### src/rtl/uart_rx_core.sv
// Oversampling UART receiver with majority-vote bit decisions and a one-word holding register.
// Optional parity reception is compiled in with `define UART_RX_PARITY_EN.
module uart_rx_core #(
    parameter int unsigned DATA_BITS  = 8,
    parameter int unsigned STOP_BITS  = 1,
    parameter int unsigned OVERSAMPLE = 16
) (
    input  logic                 clk,
    input  logic                 rstn,
    input  logic                 rx_en,
    input  logic                 rx_in,
    input  logic [15:0]          div,
    input  logic                 parity_odd,
    input  logic                 rx_ready,
    output logic [DATA_BITS-1:0] rx_data,
    output logic                 rx_valid,
    output logic                 frame_err,
    output logic                 parity_err,
    output logic                 overrun,
    output logic                 busy
);

    localparam int unsigned TW = $clog2(OVERSAMPLE);
    localparam logic [TW-1:0] TICK_LO   = TW'(OVERSAMPLE / 2 - 1);
    localparam logic [TW-1:0] TICK_MID  = TW'(OVERSAMPLE / 2);
    localparam logic [TW-1:0] TICK_HI   = TW'(OVERSAMPLE / 2 + 1);
    localparam logic [TW-1:0] TICK_LAST = TW'(OVERSAMPLE - 1);
    localparam logic [3:0]    LAST_DATA = 4'(DATA_BITS);
    localparam logic [3:0]    LAST_STOP = 4'(STOP_BITS - 1);

`ifdef UART_RX_PARITY_EN
    typedef enum logic [2:0] {StIdle, StStart, StData, StParity, StStop} state_e;
`else
    typedef enum logic [2:0] {StIdle, StStart, StData, StStop} state_e;
`endif

    state_e                 r_state;
    logic                   r_sync1, r_sync2, r_sync_d;
    logic [15:0]            r_div_cnt;
    logic [TW-1:0]          r_tick_cnt;
    logic [3:0]             r_bit_cnt;
    logic                   r_s0, r_s1;
    logic [DATA_BITS-1:0]   r_shift;
    logic                   r_ferr;
    logic                   r_done;
    logic [DATA_BITS-1:0]   r_data;
    logic                   r_valid;
    logic                   r_ferr_o;
    logic                   r_overrun;

    logic [15:0] w_div_last;
    logic        w_tick;
    logic        w_fall;
    logic        w_maj;
    logic        w_decide;
    logic        w_bit_end;
    logic        w_accept;

    assign w_div_last = (div == 16'd0) ? 16'd0 : div - 16'd1;
    // >= lets the divider recover immediately if div shrinks mid-count
    assign w_tick     = (r_div_cnt >= w_div_last);
    assign w_fall     = r_sync_d & ~r_sync2;
    assign w_maj      = (r_s0 & r_s1) | (r_s0 & r_sync2) | (r_s1 & r_sync2);
    assign w_decide   = w_tick && (r_tick_cnt == TICK_HI);
    assign w_bit_end  = w_tick && (r_tick_cnt == TICK_LAST);
    assign w_accept   = r_valid & rx_ready;

    assign rx_data   = r_data;
    assign rx_valid  = r_valid;
    assign frame_err = r_ferr_o;
    assign overrun   = r_overrun;
    assign busy      = (r_state != StIdle);

    always_ff @(posedge clk or negedge rstn) begin
        if (!rstn) begin
            r_sync1  <= 1'b1;
            r_sync2  <= 1'b1;
            r_sync_d <= 1'b1;
        end else begin
            r_sync1  <= rx_in;
            r_sync2  <= r_sync1;
            r_sync_d <= r_sync2;
        end
    end

    always_ff @(posedge clk or negedge rstn) begin
        if (!rstn) begin
            r_div_cnt <= 16'd0;
        end else if (r_state == StIdle && rx_en && w_fall) begin
            r_div_cnt <= 16'd0;
        end else if (w_tick) begin
            r_div_cnt <= 16'd0;
        end else begin
            r_div_cnt <= r_div_cnt + 16'd1;
        end
    end

`ifdef UART_RX_PARITY_EN
    logic r_perr;
    logic r_perr_o;
    assign parity_err = r_perr_o;

    always_ff @(posedge clk or negedge rstn) begin
        if (!rstn) begin
            r_perr   <= 1'b0;
            r_perr_o <= 1'b0;
        end else begin
            if (r_state == StIdle && rx_en && w_fall) begin
                r_perr <= 1'b0;
            end else if (rx_en && !r_done && r_state == StParity && w_decide) begin
                r_perr <= ((^r_shift) ^ w_maj) != parity_odd;
            end
            if (r_done && rx_en && (!r_valid || rx_ready)) begin
                r_perr_o <= r_perr;
            end
        end
    end
`else
    logic w_unused_parity_odd;
    assign w_unused_parity_odd = parity_odd;
    assign parity_err          = 1'b0;
`endif

    always_ff @(posedge clk or negedge rstn) begin
        if (!rstn) begin
            r_state    <= StIdle;
            r_tick_cnt <= '0;
            r_bit_cnt  <= 4'd0;
            r_s0       <= 1'b1;
            r_s1       <= 1'b1;
            r_shift    <= '0;
            r_ferr     <= 1'b0;
            r_done     <= 1'b0;
            r_data     <= '0;
            r_valid    <= 1'b0;
            r_ferr_o   <= 1'b0;
            r_overrun  <= 1'b0;
        end else begin
            // Holding register: a completed frame is dropped if the held word is not taken now
            if (r_done && rx_en) begin
                if (!r_valid || rx_ready) begin
                    r_data   <= r_shift;
                    r_ferr_o <= r_ferr;
                    r_valid  <= 1'b1;
                    if (r_valid) begin
                        r_overrun <= 1'b0;
                    end
                end else begin
                    r_overrun <= 1'b1;
                end
            end else if (w_accept) begin
                r_valid   <= 1'b0;
                r_overrun <= 1'b0;
            end

            if (!rx_en || r_done) begin
                r_state <= StIdle;
                r_done  <= 1'b0;
            end else if (r_state == StIdle) begin
                if (w_fall) begin
                    r_state    <= StStart;
                    r_tick_cnt <= '0;
                    r_bit_cnt  <= 4'd0;
                    r_ferr     <= 1'b0;
                end
            end else if (w_tick) begin
                r_tick_cnt <= (r_tick_cnt == TICK_LAST) ? '0 : r_tick_cnt + TW'(1);
                if (r_tick_cnt == TICK_LO) begin
                    r_s0 <= r_sync2;
                end
                if (r_tick_cnt == TICK_MID) begin
                    r_s1 <= r_sync2;
                end
                unique case (r_state)
                    StStart: begin
                        if (w_decide && w_maj) begin
                            r_state <= StIdle;
                        end else if (w_bit_end) begin
                            r_state <= StData;
                        end
                    end
                    StData: begin
                        if (w_decide) begin
                            r_shift   <= {w_maj, r_shift[DATA_BITS-1:1]};
                            r_bit_cnt <= r_bit_cnt + 4'd1;
                        end else if (w_bit_end && r_bit_cnt == LAST_DATA) begin
                            r_bit_cnt <= 4'd0;
`ifdef UART_RX_PARITY_EN
                            r_state   <= StParity;
`else
                            r_state   <= StStop;
`endif
                        end
                    end
`ifdef UART_RX_PARITY_EN
                    StParity: begin
                        if (w_bit_end) begin
                            r_state <= StStop;
                        end
                    end
`endif
                    StStop: begin
                        if (w_decide) begin
                            if (!w_maj) begin
                                r_ferr <= 1'b1;
                            end
                            if (r_bit_cnt == LAST_STOP) begin
                                r_done <= 1'b1;
                            end else begin
                                r_bit_cnt <= r_bit_cnt + 4'd1;
                            end
                        end
                    end
                    default: r_state <= StIdle;
                endcase
            end
        end
    end

endmodule
### config.mk
export PLATFORM = sky130hd
export DESIGN_NAME = uart_rx_core
export DESIGN_NICKNAME = d
export VERILOG_FILES = /design/src/rtl/uart_rx_core.sv
export SDC_FILE = /design/constraint.sdc
export NUM_CORES = 1
export LEC_CHECK = 0
export BUFFER_PORTS_ARGS = -buffer_cell sky130_fd_sc_hd__buf_2
export CORE_MARGIN = 2
export CORE_UTILIZATION = 55
export CTS_BUF_LIST = sky130_fd_sc_hd__clkbuf_8
export DETAILED_ROUTE_END_ITERATION = 6
export PLACE_DENSITY = 0.8
export SLEW_MARGIN = 20
export SYNTH_ARGS = -nofsm -noshare
export SYNTH_HDL_FRONTEND = slang
export SYNTH_SLANG_ARGS = --single-unit
export TNS_END_PERCENT = 1
### constraint.sdc
create_clock -name clk -period 2.66 [get_ports clk]
set_input_delay 0.266 -clock clk [delete_from_list [all_inputs] [get_ports clk]]
set_output_delay 0.266 -clock clk [all_outputs]
set_load 0.02 [all_outputs]
* Word-level counts from Yosys, hierarchy flattened *
Cells that the tools add are included.

cells by class
  add/sub/neg operators = 4
  $lt $le $gt $ge = 1
  equal/unequal tests = 21
  muxes and demuxes = 41
  bitwise logic cells = 10
  reductions and logical operators = 36

operators by type and width
  cell                                                   number
  two-way mux 16 bit                                     3
  two-way mux 4 bit                                      10
  two-way mux 3 bit                                      8
  two-way mux 1 bit                                      18
  adder 16 x 1 -> 16 bit, second input constant          1
  == test 4 bit, second input constant                   4
  >= comparator 16 bit                                   1
  zero test 16 bit                                       1
  nonzero test 2 bit                                     8
  subtractor 16 x 1 -> 16 bit, second input constant     1
  inequality test 3 bit, second input constant           4
  inequality test 4 bit, second input constant           3
  AND reduction 6 bit                                    2
  AND reduction 5 bit                                    2
  one-hot mux 3 bit (3 select lines)                     1
  nonzero test 3 bit                                     3
  adder 4 x 1 -> 4 bit, second input constant            2
  one-hot mux 4 bit (2 select lines)                     1
  AND reduction 4 bit                                    2
  logical AND 1 bit                                      7
  AND reduction 7 bit                                    1
  == test 3 x 2 -> 1 bit, second input constant          2
  inequality test 2 x 1 -> 1 bit, second input constant  3
  AND reduction 2 bit                                    3
  other kinds (13)                                       22

word-level totals
  flip-flop bits (word level) = 53
  input port bits = 22
  output and inout bits = 13

* Logic depth before layout (Yosys ltp) *
  depth after elaboration = 11
  gate-level depth with buffers = 15
  gate-level depth less buffers = 14

* Worst setup path after synthesis *
OpenSTA, ideal clock, no wires.

  path type = input to register
  from = input port div[9]
  to = register r_bit_cnt[2]
  data arrival time = 3.748 ns
  data required time = 2.538 ns
  path slack = -1.209 ns
  stages on the path = 13
  cells stage by stage = or3_1 or4_1 or4_1 nor3_1 a21oi_1 ha_1 nand4_1 nor2_1 or3_1 a211oi_4 o21bai_1 a311o_1 a32o_1

between the ends
  longest elaborated chain between the ends = 8

RTL lines
  what                                                                    line  text
  from (decl)                                                             12    input logic [15:0] div,
  subtractor 16 x 1 -> 16 bit / zero test 16 bit (equally long branches)  59    assign w_div_last = (div == 16'd0) ? 16'd0 : div - 16'd1;
  two-way mux 16 bit *                                                    59
  >= comparator 16 bit *                                                  61    assign w_tick = (r_div_cnt >= w_div_last);
  logical AND 1 bit                                                       64    assign w_decide = w_tick && (r_tick_cnt == TICK_HI);
  two-way mux 4 bit                                                       183   if (w_decide) begin
  one-hot mux 4 bit (2 select lines)                                      174   unique case (r_state)
  two-way mux 4 bit                                                       166   end else if (w_tick) begin
  two-way mux 4 bit                                                       159   end else if (r_state == StIdle) begin
  to (signal assigned)                                                    185   r_bit_cnt <= r_bit_cnt + 4'd1;
  to (signal assigned)                                                    210   r_bit_cnt <= r_bit_cnt + 4'd1;
  to (decl)                                                               41    logic [3:0] r_bit_cnt;

Mark *: on every way between the ends. The rest lies on a longest branch, timed or not. The select of a mux whose other input is x is not followed.
A chain may end at the register's enable or synchronous reset.

* Final worst setup path *
Ends and elaborated chain as after synthesis.

==> impl_metrics.yaml <==
cells_and_area:
  layout_common_cells: "dfrtp_1 (47), buf_4 (44), nor2_1 (39)"
  n_fill_cell: 436
  nets: 456
  final_util_pct: 71.0
  area.growth.synth_to_final_pct: 22.9
  diodes: 0
  drive_gt1_share_pct: 31.0
  finalInstanceArea_sq_mm: 0.00396
  final_common_cell: "dfrtp_1"
  final_cells: 479
placed_design:
  io_buffers: 32
  post_dp_cell_area_sq_mm: 0.00378
  hpwl_um: 4990
  place_inst: 469
  routabilityCongestion: 0.893
sta:
  fin_ws_ns: -1.00
  worstMarginPinSlew_ns: 0.828
  finalMaxSlewViolations: 0
  post-route-min-period_ns: 3.66
  finalCritPeriodShare_pct: 138
  rsz0062_at_grt: "true"
  timing.fmax_mhz: 273
  finalSetupViolations: 38
  finalClockSkew_ns: 0.0127
  relSlewSlack_pct: 44.8
  hold_violations: 0
  setup-tns-final_ns: -31.88
clocking:
  cts.sinks: 52
  cts_made_buffers: 5
  cts_tree: "done"
  path_clk_slew_ns: 0.08
  clk_latency_ns: 0.31
  cts-root-buf: "clkbuf_8"
  cts_buffer_depth: 2
  htreeDepth: 2
run:
  maxCapViolations: 0
outcome:
  status: "finished, violations left"
  failed_checks: "setup timing"
synthesis:
  async_reset_ff_share_pct: 100
  syn_area_sq_mm: 0.00322
  netlist_instances: 329
  synth.distinct_cells: 59
  yosysSeqAreaShare_pct: 40.6
  synth_seq_cells: 52
  synth_ff_type: "dfrtp_1"
  syn_nets: 379
  yosys_warnings: 0
  synth_edf_count: 0
  syn_avg_cell_area_sq_um: 9.79
setup_path:
  cp-end-kind: "flip-flop"
  critPathMaxStageDelay_ns: 0.50
  required_ns: 2.86
  reg2regPathDepth: 8
  worstSetupPathType: "primary input to flip-flop"
  worstSetupStartpointType: "primary input"
  crit_fanout: 6
  crit_slowest_cell: "or4_4"
  cp.arrival_ns: 3.86
  crit_chain: "buf_6 > or3_4 > or4_4 > or4_4 > nor3_2 > a21oi_1 > ha_1 > nand4_1 > nor2_1 > or3_4 > a211oi_4 > o21bai_2 > a311o_1 > a32o_1"
global_route:
  first_global_vias: 2568
  grt_usage_pct: 21.8
  grt.overflow.total: 0
  grt_max_degree: 40
  grt_pass1_wl_um: 11100
  antenna_found_initial: 0
detailed_routing:
  drcViolationCount: 0
  routedWlPerCell_um: 13.5
  drt_iter0_drc: 133
  wirelength_um: 6490
  firstDrtPassIters: 4
  antenna_left: 0
  via_per_inst: 5.54
  via_count: 2655
floorplan:
  rows: 27
  die_w_um: 80.5
  dieArea_sq_mm: 0.00648
  core_sq_mm: 0.00557
  start_util_pct: 57.8
  io_pins: 35
  die_h_um: 80.5
power_and_ir_drop:
  power.total_mw: 1.98
  p_leak_nw: 1.98
  ir_worst_vdd_uv: 492
  power-per-cell-area_mw_per_mm2: 499
hold_path:
  min_path_type: "primary input to flip-flop"
  hold_depth: 1
-- sequential cells by signal, indices dropped and copies added (netlist names), 2 cells and up --
name and count:
rx_data 8, r_tick_cnt 4, r_shift 8, r_div_cnt 16, r_bit_cnt 4, r_state 2
-- Yosys cell counts, types with 2 or more instances --
cell type,instances,area share (%)
a211o_1,2,0.54
a21oi_1,10,1.6
a22o_1,3,0.82
a31oi_1,2,0.39
and3_1,6,1.2
clkbuf_1,6,0.70
dfrtp_1,47,37
dfstp_2,5,4.1
ha_1,28,11
inv_1,14,1.6
mux2_2,19,6.6
mux2i_1,2,0.62
nand2_1,34,4.0
nand2b_1,3,0.58
nand3_1,17,2.6
nand4_1,5,0.97
nor2_1,39,4.5
nor3_1,9,1.4
nor3b_1,5,1.2
nor4_1,3,0.58
o21ai_0,4,0.62
o21bai_1,3,0.70
or3_1,3,0.58
or4_1,3,0.70
xnor2_1,8,2.2
xor2_1,16,4.4
-- path summary, 6_finish.rpt --
check	from	to	slack (ns)
worst max-delay path	div[9]	r_bit_cnt[2]$_DFFE_PN0P_	-1.00
worst min-delay path	rx_in	r_sync1$_DFF_PN1_	0.05
worst max register to register	r_div_cnt[3]$_DFF_PN0_	r_bit_cnt[2]$_DFFE_PN0P_	0.03
worst min register to register	r_sync1$_DFF_PN1_	r_sync2$_DFF_PN1_	0.36
max in group asynchronous	rstn	r_sync1$_DFF_PN1_	1.49
min in group asynchronous	rstn	r_div_cnt[0]$_DFF_PN0_	0.38
-- per-layer routing --
layer	GRT usage [%]	share of wire, %	vias to the layer above
met2	38.8	50	50
met3	3.37	3.6	9
met1	27.1	45	1274
li1	-	-	1322
met4	6.27	1.4	0
met5	0	0	-
-- power by group --
part	internal, mW	switching (mW)	total [mW]	leakage, nW
logic	0.270	0.299	0.568	1.24
clock network	0.192	0.266	0.458	0.0487
registers	0.869	0.0815	0.951	0.692
-- final cells by class --
class                           count  area (sq um)  area share [%]
Clock buffer                        5          68.8            1.74
Clock inverter                      3          26.3           0.664
Inverter                           14          52.6            1.33
Multi-Input combinational cell    255          1890            47.7
Sequential cell                    52          1310            33.0
Tap cell                           72          90.1            2.28
Timing Repair Buffer               78           524            13.2
-- repair_timing --
item | CTS | global route
gates resized for setup | 7 | 7
hold endpoints to repair | 13 | 0
setup buffers | 1 | 0
endpoints found under the setup margin | 38 | 38
hold buffers | 1 | 0
pin swaps | 6 | 3
-- stage by stage --
step                hold WS, ns  setup slack, ns
finish                   0.0529            -1.00
global route             0.0280            -1.13
CTS                      0.0448           -0.947
detailed placement        0.181            -1.32
global placement          0.179            -1.24
floorplan               -0.0296            -1.07
-- cells by family (layout without fill, tap and decap cells) --
logic type / Yosys count / in the layout / share of synthesized area (%)
XOR/XNOR: 24 / 24 / 6.53
adder cells (fa/ha/maj): 29 / 29 / 11.2
other: 1 / 1 / 0.116
multiplexers: 21 / 21 / 7.27
AND/OR/NAND/NOR: 139 / 139 / 21.6
AO/OA/AOI/OAI: 41 / 41 / 9.75
flip-flops: 52 / 52 / 40.6
buffers and inverters: 22 / 100 / 2.91
-- worst max-delay path, delay by kind of cell --
kind / cells / cell delay (ns)
adders and majority gates: 1 / 0.31
AOI/OAI and AO/OA: 5 / 1.15
and+or+nand+nor: 7 / 2.03
buffers and inverters: 1 / 0.09
Note: power is estimated with default switching activity, not from simulation.
